## config.mk

```make
export PLATFORM = sky130hd
export DESIGN_NAME = cnt_drv
export DESIGN_NICKNAME = d
export VERILOG_FILES = /design/src/rtl/cnt_drv.sv
export SDC_FILE = /design/constraint.sdc
export NUM_CORES = 1
export LEC_CHECK = 0
export CAP_MARGIN = 10
export CORE_MARGIN = 10
export CORE_UTILIZATION = 55
export DETAILED_ROUTE_END_ITERATION = 16
export MAX_ROUTING_LAYER = met4
export PLACE_DENSITY = 0.82
export SYNTH_ARGS = -nofsm -noshare
export SYNTH_HDL_FRONTEND = slang
export SYNTH_SLANG_ARGS = --single-unit
```

## constraint.sdc

```tcl
create_clock -name clk -period 4.9 [get_ports clk]
set_input_delay 1.225 -clock clk [delete_from_list [all_inputs] [get_ports clk]]
set_output_delay 1.225 -clock clk [all_outputs]
set_load 0.005 [all_outputs]
```

## src/rtl/cnt_drv.sv

```systemverilog
// cnt_drv: command-side driver for the up/down counter.
// Accepts a target count over a valid/ready handshake. It then drives act and
// up_dwn_n for exactly |target - shadow| cycles, waits one settle cycle, and
// pulses done. A counter overflow locks the driver into a sticky error state.
// Optional macro CNT_DRV_CHECK_EN adds a count-vs-shadow consistency check in
// IDLE and DONE. A mismatch enters the error state in the same way as ovflw.
module cnt_drv #(
  parameter int COUNTER_WIDTH = 4
) (
  input  logic                     clk,
  input  logic                     rst,
  input  logic                     tgt_valid,
  output logic                     tgt_ready,
  input  logic [COUNTER_WIDTH-1:0] tgt,
  output logic                     act,
  output logic                     up_dwn_n,
  input  logic [COUNTER_WIDTH-1:0] count,
  input  logic                     ovflw,
  output logic                     busy,
  output logic                     done,
  output logic                     err
);

  typedef enum logic [2:0] {
    S_IDLE, S_RUN, S_SETTLE, S_DONE, S_ERR
  } state_t;

  state_t                   state, state_nxt;
  logic [COUNTER_WIDTH-1:0] shadow, shadow_nxt;
  logic [COUNTER_WIDTH-1:0] remaining, rem_nxt;
  logic                     dir_nxt;
  logic                     xfer, tgt_ge, fault;
  logic [COUNTER_WIDTH-1:0] diff;
  logic                     ready_nxt, act_nxt, busy_nxt, done_nxt, err_nxt;

  assign xfer   = tgt_valid & tgt_ready;
  assign tgt_ge = (tgt >= shadow);
  // Unsigned distance. There is no wrap, because a move never crosses the range ends.
  assign diff   = tgt_ge ? (tgt - shadow) : (shadow - tgt);

`ifdef CNT_DRV_CHECK_EN
  logic chk_skip;
  logic chk_fault;

  // The counter is known to be zero in the first cycle after reset, so that cycle is not checked.
  always_ff @(posedge clk) begin
    if (rst) chk_skip <= 1'b1;
    else     chk_skip <= 1'b0;
  end

  assign chk_fault = (((state == S_IDLE) && !chk_skip) || (state == S_DONE)) &&
                     (count != shadow);
  assign fault     = ovflw | chk_fault;
`else
  logic unused_count;
  assign unused_count = ^count;
  assign fault        = ovflw;
`endif

  // State register. Outputs are registered from the decoded next state.
  always_ff @(posedge clk) begin
    if (rst) begin
      state     <= S_IDLE;
      shadow    <= '0;
      remaining <= '0;
      up_dwn_n  <= 1'b1;
      tgt_ready <= 1'b1;
      act       <= 1'b0;
      busy      <= 1'b0;
      done      <= 1'b0;
      err       <= 1'b0;
    end else begin
      state     <= state_nxt;
      shadow    <= shadow_nxt;
      remaining <= rem_nxt;
      up_dwn_n  <= dir_nxt;
      tgt_ready <= ready_nxt;
      act       <= act_nxt;
      busy      <= busy_nxt;
      done      <= done_nxt;
      err       <= err_nxt;
    end
  end

  // Next-state logic. A fault overrides every other transition.
  always_comb begin
    state_nxt  = state;
    shadow_nxt = shadow;
    rem_nxt    = remaining;
    dir_nxt    = up_dwn_n;
    case (state)
      S_IDLE: begin
        if (xfer) begin
          shadow_nxt = tgt;
          dir_nxt    = tgt_ge;
          rem_nxt    = diff;
          state_nxt  = (diff == '0) ? S_DONE : S_RUN;
        end
      end
      S_RUN: begin
        rem_nxt = remaining - 1'b1;
        if (remaining <= 1) state_nxt = S_SETTLE;
      end
      S_SETTLE: state_nxt = S_DONE;
      S_DONE:   state_nxt = S_IDLE;
      S_ERR:    state_nxt = S_ERR;
      default:  state_nxt = S_ERR;
    endcase
    if (fault) state_nxt = S_ERR;
  end

  // Output decode of the next state. The result is registered above.
  always_comb begin
    ready_nxt = 1'b0;
    act_nxt   = 1'b0;
    busy_nxt  = 1'b0;
    done_nxt  = 1'b0;
    err_nxt   = 1'b0;
    case (state_nxt)
      S_IDLE:   ready_nxt = 1'b1;
      S_RUN:    begin act_nxt = 1'b1; busy_nxt = 1'b1; end
      S_SETTLE: busy_nxt = 1'b1;
      S_DONE:   begin done_nxt = 1'b1; busy_nxt = 1'b1; end
      default:  err_nxt = 1'b1;
    endcase
  end

endmodule

```

==> flow_metrics.py, run 1 <==
metrics = {
    "pwr": {
        "leakage_nw": 0.5035,
        "power.density_nw_per_um2": 256.9,
        "max-vdd-ir-drop_mv": 0.2142,
    },
    "placed_design": {
        "numPortBuffers": 13,
        "gp_congestion": 0.8207,
        "place_inst": 164,
        "dp_hpwl_um": 1704,
    },
    "global_route": {
        "grt-ovfl-total": 0,
        "grt_max_degree": 14,
        "antenna_found_initial": 0,
        "grt_pass1_wl_um": 3726,
        "first_global_vias": 911,
        "track_usage_pct": 11.50,
    },
    "run_status": {
        "outcome": "finished clean",
    },
    "layout": {
        "diodes": 0,
        "layout.nets": 167,
        "syn2layout_area_growth_pct": 15.32,
        "final_common_cell": "dfxtp_1",
        "fin_cells": 168,
        "nFillCells": 157,
        "final_cell_mix": "dfxtp_1, inv_1, nor2_1, nand2_1, clkdlybuf4s50_1",
        "post-route-util_pct": 68.87,
        "drive_gt1_share_pct": 5.594,
    },
    "clock_network": {
        "h-tree-depth": 1,
        "cts_resized": 0,
        "clkLatencyLatePin_ns": 0.31,
        "cts_tree": "yes",
        "clock_path_buffers": 2,
        "cts.hold.buffers_added": 0,
        "clockRootBuffer": "clkbuf_4",
        "path_clk_slew_ns": 0.11,
        "cts_post_setup_buffers_inserted": 0,
        "cts_buffers": 3,
        "clkSinkCount": 17,
    },
    "sta": {
        "finalCritPeriodShare_pct": 67.16,
        "setup_viol": 0,
        "fmax_ghz": 0.3039,
        "fin_skew_ns": 0.008256,
        "finalSetupTns_ns": 0,
        "tightest_slew_ns": 0.4733,
        "post-route-min-period_ns": 3.291,
        "rsz0062_at_grt": "no",
        "hold_viol": 0,
        "slew_violations": 0,
        "max-slew-margin-rel_pct": 68.35,
    },
    "yosys": {
        "synth_xor_area_share_pct": 1.663,
        "synth_adder_area_share_pct": 14.49,
        "syn-num-nets": 153,
        "synth-async-reset-ratio_pct": 0,
        "syn_inst": 130,
        "synth_ff_type": "dfxtp_1",
        "synth.avg_cell_area_sq_um": 8.104,
        "synth_cell_type_count": 34,
        "synth_edf_count": 0,
        "synthMuxAreaShare_pct": 1.900,
        "synth_top_family_by_area": "simple AND/OR/NAND/NOR gates",
        "synth-simple-area-share_pct": 22.21,
        "yosysTopAreaCellShare_pct": 32.30,
        "synth_warnings": 0,
        "ys_ff_latch": 17,
        "synth_area_leaders": "dfxtp_1, ha_1, inv_1",
        "synth_top_cell_by_area": "dfxtp_1",
        "synth_compound_area_share_pct": 18.76,
        "seq_area_frac_synth_pct": 32.30,
        "synth_area_sq_um": 1054,
    },
    "floorplanning": {
        "std_cell_rows": 15,
        "chipWidth_um": 63.77,
        "die_h_um": 63.77,
        "core_area_sq_um": 1764,
        "io_pins": 18,
        "dieArea_sq_um": 4066,
        "initial_core_util_pct": 59.72,
    },
    "setup_path": {
        "crit_top_cell": "inv_1",
        "cp_num_buf_inv": 3,
        "slowest_delay_ns": 0.45,
        "crit_type": "in -> reg",
        "cp_cell_sequence": "clkdlybuf4s50_1 -> inv_1 -> ha_1 -> inv_1 -> fa_1 -> a21oi_1 -> o21a_1 -> mux2i_1 -> o41ai_2 -> and2_1",
        "worstPathMaxFanout": 4,
        "cp_top_family": "compound AO/OA/AOI/OAI gates",
        "critPathSlowestCell": "o41ai_2",
        "end_kind": "flip-flop",
        "critPathRequiredTime_ns": 5.16,
        "crit_arrival_ns": 3.55,
        "crit_path_start_kind": "input pin",
    },
    "detailed_routing": {
        "via_count": 918,
        "drtPass1Iterations": 4,
        "detail_route.vias_per_cell": 5.464,
        "drt_iter0_markers": 19,
        "routed_wl_um": 2189,
        "avgRoutedWirePerCell_um": 13.03,
        "drc": 0,
        "ant_nets": 0,
    },
    "worst_hold_path": {
        "hold_class": "reg -> reg",
    },
    "flow_run": {
        "maxCapViolCount": 0,
    },
}
-- final timing paths --
check,cells after the start,slack (ns),from,to
worst max register to register,8,2.67,shadow[0],done
worst min register to register,2,0.47,shadow[3],shadow[3]
worst min-delay path,2,0.47,shadow[3],shadow[3]
worst max-delay path,10,1.61,tgt[0],done
-- per-layer routing --
layer	track usage (%)	vias up	wire (um)
met2	18.84	19	1019
li1	-	476	-
met3	2.962	7	96
met5	-	-	0
met4	6.284	0	59
met1	12.46	416	1013
-- metrics by stage --
step	worst slack (ns)	hold slack [ns]	area, sq um	power, mW
detailed placement	1.306	0.4589	1187	0.2354
CTS	1.623	0.4732	1215	0.3138
floorplan	2.039	0.4363	1054	0.2109
finish	1.609	0.4693	1215	0.3121
global placement	1.380	0.4420	1187	0.2323
global route	1.435	0.5268	1215	0.3312
-- cells in the mapped netlist, types with 3 or more instances --
| master | n |
|---|---|
| nor2_1 | 14 |
| nand2_1 | 13 |
| a21oi_1 | 11 |
| o211ai_1 | 3 |
| o21ai_0 | 4 |
| nand3_1 | 4 |
| ha_1 | 9 |
| nand3b_1 | 4 |
| dfxtp_1 | 17 |
| nor3_1 | 4 |
| inv_1 | 15 |
-- cells by family after synthesis --
family,after synthesis
fa+ha+maj,11
flops,17
simple gates,48
mux,2
xor+xnor,2
buf+inv,20
compound gates,30
-- power by group --
| group | switching (mW) | internal (mW) | leakage, nW |
|---|---|---|---|
| sequential | 0.00774 | 0.146 | 0.139 |
| clock | 0.0492 | 0.0305 | 0.0177 |
| combinational | 0.0413 | 0.0370 | 0.347 |
| total | 0.0983 | 0.214 | 0.504 |
-- worst register-to-register path: stages (launching register included) --
cell and delay [ns]:
dfxtp_1 0.36, ha_1 0.17, inv_1 0.05, fa_1 0.41
a21oi_1 0.21, o21a_1 0.22, mux2i_1 0.12, o41ai_2 0.45
and2_1 0.19
-- sequential cells by signal, summed over array words and instances (netlist names) --
signal     cells
act            1
busy           1
done           1
err            1
remaining      4
shadow         4
state          3
tgt_ready      1
up_dwn_n       1
-- final cells by class --
class                           instances  area [sq um]  area share, %
Clock inverter                          1         5.005         0.4119
Sequential cell                        17         340.3          28.01
Timing Repair Buffer                   14         137.6          11.33
Multi-Input combinational cell         93         621.8          51.18
Inverter                               15         56.30          4.634
Tap cell                               25         31.28          2.575
Clock buffer                            3         22.52          1.854
Power figures use the tool's default switching activity.
==> inputs of run 2 (changes only) <==
Settings changed: CORE_UTILIZATION 55 to 46, PLACE_DENSITY 0.82 to 0.74.
Clock period 4.9 ns to 2.95 ns, I/O delays scaled along.
==> flow_metrics.py, run 2 (synthesis results as in run 1) <==
metrics = {
    "run_status": {
        "outcome": "finished clean",
    },
    "clock_network": {
        "h-tree-depth": 1,
        "clkLatencyLatePin_ns": 0.30,
        "cts_buffers": 3,
        "cts_tree": "yes",
        "path_clk_slew_ns": 0.10,
        "clockRootBuffer": "clkbuf_4",
        "cts_post_setup_buffers_inserted": 0,
        "clkSinkCount": 17,
        "cts.hold.buffers_added": 0,
        "cts_resized": 0,
        "clock_path_buffers": 2,
    },
    "setup_path": {
        "crit_type": "in -> reg",
        "timing.rr.start": "shadow[0]",
        "critPathRequiredTime_ns": 3.20,
        "worstPathMaxFanout": 3,
        "regToRegSetupSlack_ns": 0.85,
        "critical_path_cell_count": 10,
        "cp_top_family": "compound AO/OA/AOI/OAI gates",
        "crit_top_cell": "inv_1",
        "cp_num_buf_inv": 3,
        "slowest_delay_ns": 0.45,
        "crit_path_start_kind": "input pin",
        "critPathSlowestCell": "o41ai_2",
        "end_kind": "flip-flop",
        "crit_arrival_ns": 2.89,
        "worstSetupStartpoint": "tgt[0]",
        "worst_r2r_path_depth": 8,
        "endpoint": "done",
        "worstReg2RegEnd": "done",
        "cp_cell_sequence": "clkdlybuf4s50_1 -> inv_1 -> ha_1 -> inv_1 -> fa_1 -> a21oi_1 -> o21a_1 -> mux2i_1 -> o41ai_2 -> and2_1",
    },
    "global_route": {
        "grt_max_degree": 14,
        "grt_pass1_wl_um": 3781,
        "antenna_found_initial": 0,
        "grt-ovfl-total": 0,
        "first_global_vias": 871,
        "track_usage_pct": 10.97,
    },
    "floorplanning": {
        "core_area_sq_um": 2191,
        "std_cell_rows": 17,
        "initial_core_util_pct": 48.09,
        "io_pins": 18,
        "dieArea_sq_um": 4604,
        "die_h_um": 67.86,
        "chipWidth_um": 67.86,
    },
    "placed_design": {
        "place_inst": 173,
        "gp_congestion": 0.8209,
        "placed_cell_area_sq_um": 1236,
        "dp_hpwl_um": 1775,
        "numPortBuffers": 13,
    },
    "pwr": {
        "max-vdd-ir-drop_mv": 0.2637,
        "leakage_nw": 0.5289,
        "power.density_nw_per_um2": 415.8,
    },
    "sta": {
        "fin_skew_ns": 0.0008687,
        "post-route-min-period_ns": 2.640,
        "max-slew-margin-rel_pct": 67.55,
        "finalCritPeriodShare_pct": 89.49,
        "slew_violations": 0,
        "fmax_ghz": 0.3788,
        "rsz0062_at_grt": "no",
        "hold_viol": 0,
        "hold_ws_ns": 0.4703,
        "tightest_slew_ns": 0.4852,
        "setup_viol": 0,
    },
    "layout": {
        "final_common_cell": "dfxtp_1",
        "syn2layout_area_growth_pct": 19.83,
        "final_area_sq_um": 1262,
        "drive_gt1_share_pct": 8.725,
        "diodes": 0,
        "top_regs": "remaining x4, shadow x4, state x3",
        "layout.nets": 173,
        "fin_cells": 177,
        "final_cell_mix": "dfxtp_1, inv_1, nor2_1, nand2_1, clkdlybuf4s50_1",
    },
    "worst_hold_path": {
        "hold_class": "reg -> reg",
    },
    "detailed_routing": {
        "wl_met1_um": 1124,
        "avgRoutedWirePerCell_um": 12.86,
        "drtPass1Iterations": 4,
        "wl_met2_um": 1019,
        "met3WireLength_um": 95,
        "detail_route.vias_per_cell": 5.226,
        "routed_wl_um": 2277,
        "ant_nets": 0,
        "drt_iter0_markers": 22,
        "top_layer": "met4",
        "via_count": 925,
        "drc": 0,
    },
    "flow_run": {
        "maxCapViolCount": 0,
    },
}
[run 2: changes by cell type in the layout (fill, tap and decap cells not counted)]
cell      delta
buf_4        +6
clkinv_2     -1
clkbuf_1     +1
[run 2: worst min path at each step]
stage,startpoint,end,depth (start not counted)
3_3_place_gp,shadow[3],shadow[3],2
3_5_place_dp,shadow[3],shadow[3],2
2_1_floorplan,shadow[3],shadow[3],2
6_report,shadow[3],shadow[3],2
4_1_cts,shadow[3],shadow[3],2
5_1_grt,shadow[3],shadow[3],2
[run 2: layout make-up]
type	instances	area [sq um]
repair buffers	20	182.7
fillers	208	928.4
flip-flops and latches	17	340.3
clock buffers	4	26.28
inverters	15	56.30
multi-input cells	93	621.8
well taps	28	35.03
[run 2: per-layer routing]
metal  up-vias  global-route usage [%]
met5         -                       -
met1       420                   12.89
met4         0                   5.276
met2        14                   16.78
met3         4                   3.263
li1        487                       -
[run 2: worst register-to-register path: stages, from the launching register on]
cell     delay [ns]
dfxtp_1        0.36
ha_1           0.18
inv_1          0.06
fa_1           0.37
a21oi_1        0.17
o21a_1         0.17
mux2i_1        0.11
o41ai_2        0.45
and2_1         0.18
[run 2: power breakdown]
group | switching, mW | internal (mW) | total, mW
registers | 0.0131 | 0.243 | 0.256
logic | 0.0718 | 0.0686 | 0.140
clock network | 0.0757 | 0.0528 | 0.128
[run 2: per-stage QoR]
| stage | TNS [ns] | total power [mW] | utilization [%] | worst slack [ns] |
|---|---|---|---|---|
| finish | 0 | 0.5250 | 57.62 | 0.3100 |
| floorplan | 0 | 0.3502 | - | 0.5764 |
| detailed placement | -0.01551 | 0.4002 | 56.42 | -0.01176 |
| CTS | 0 | 0.5286 | 57.62 | 0.3084 |
| global route | 0 | 0.5599 | 57.62 | 0.1542 |
| global placement | 0 | 0.3956 | 56.42 | 0.02729 |
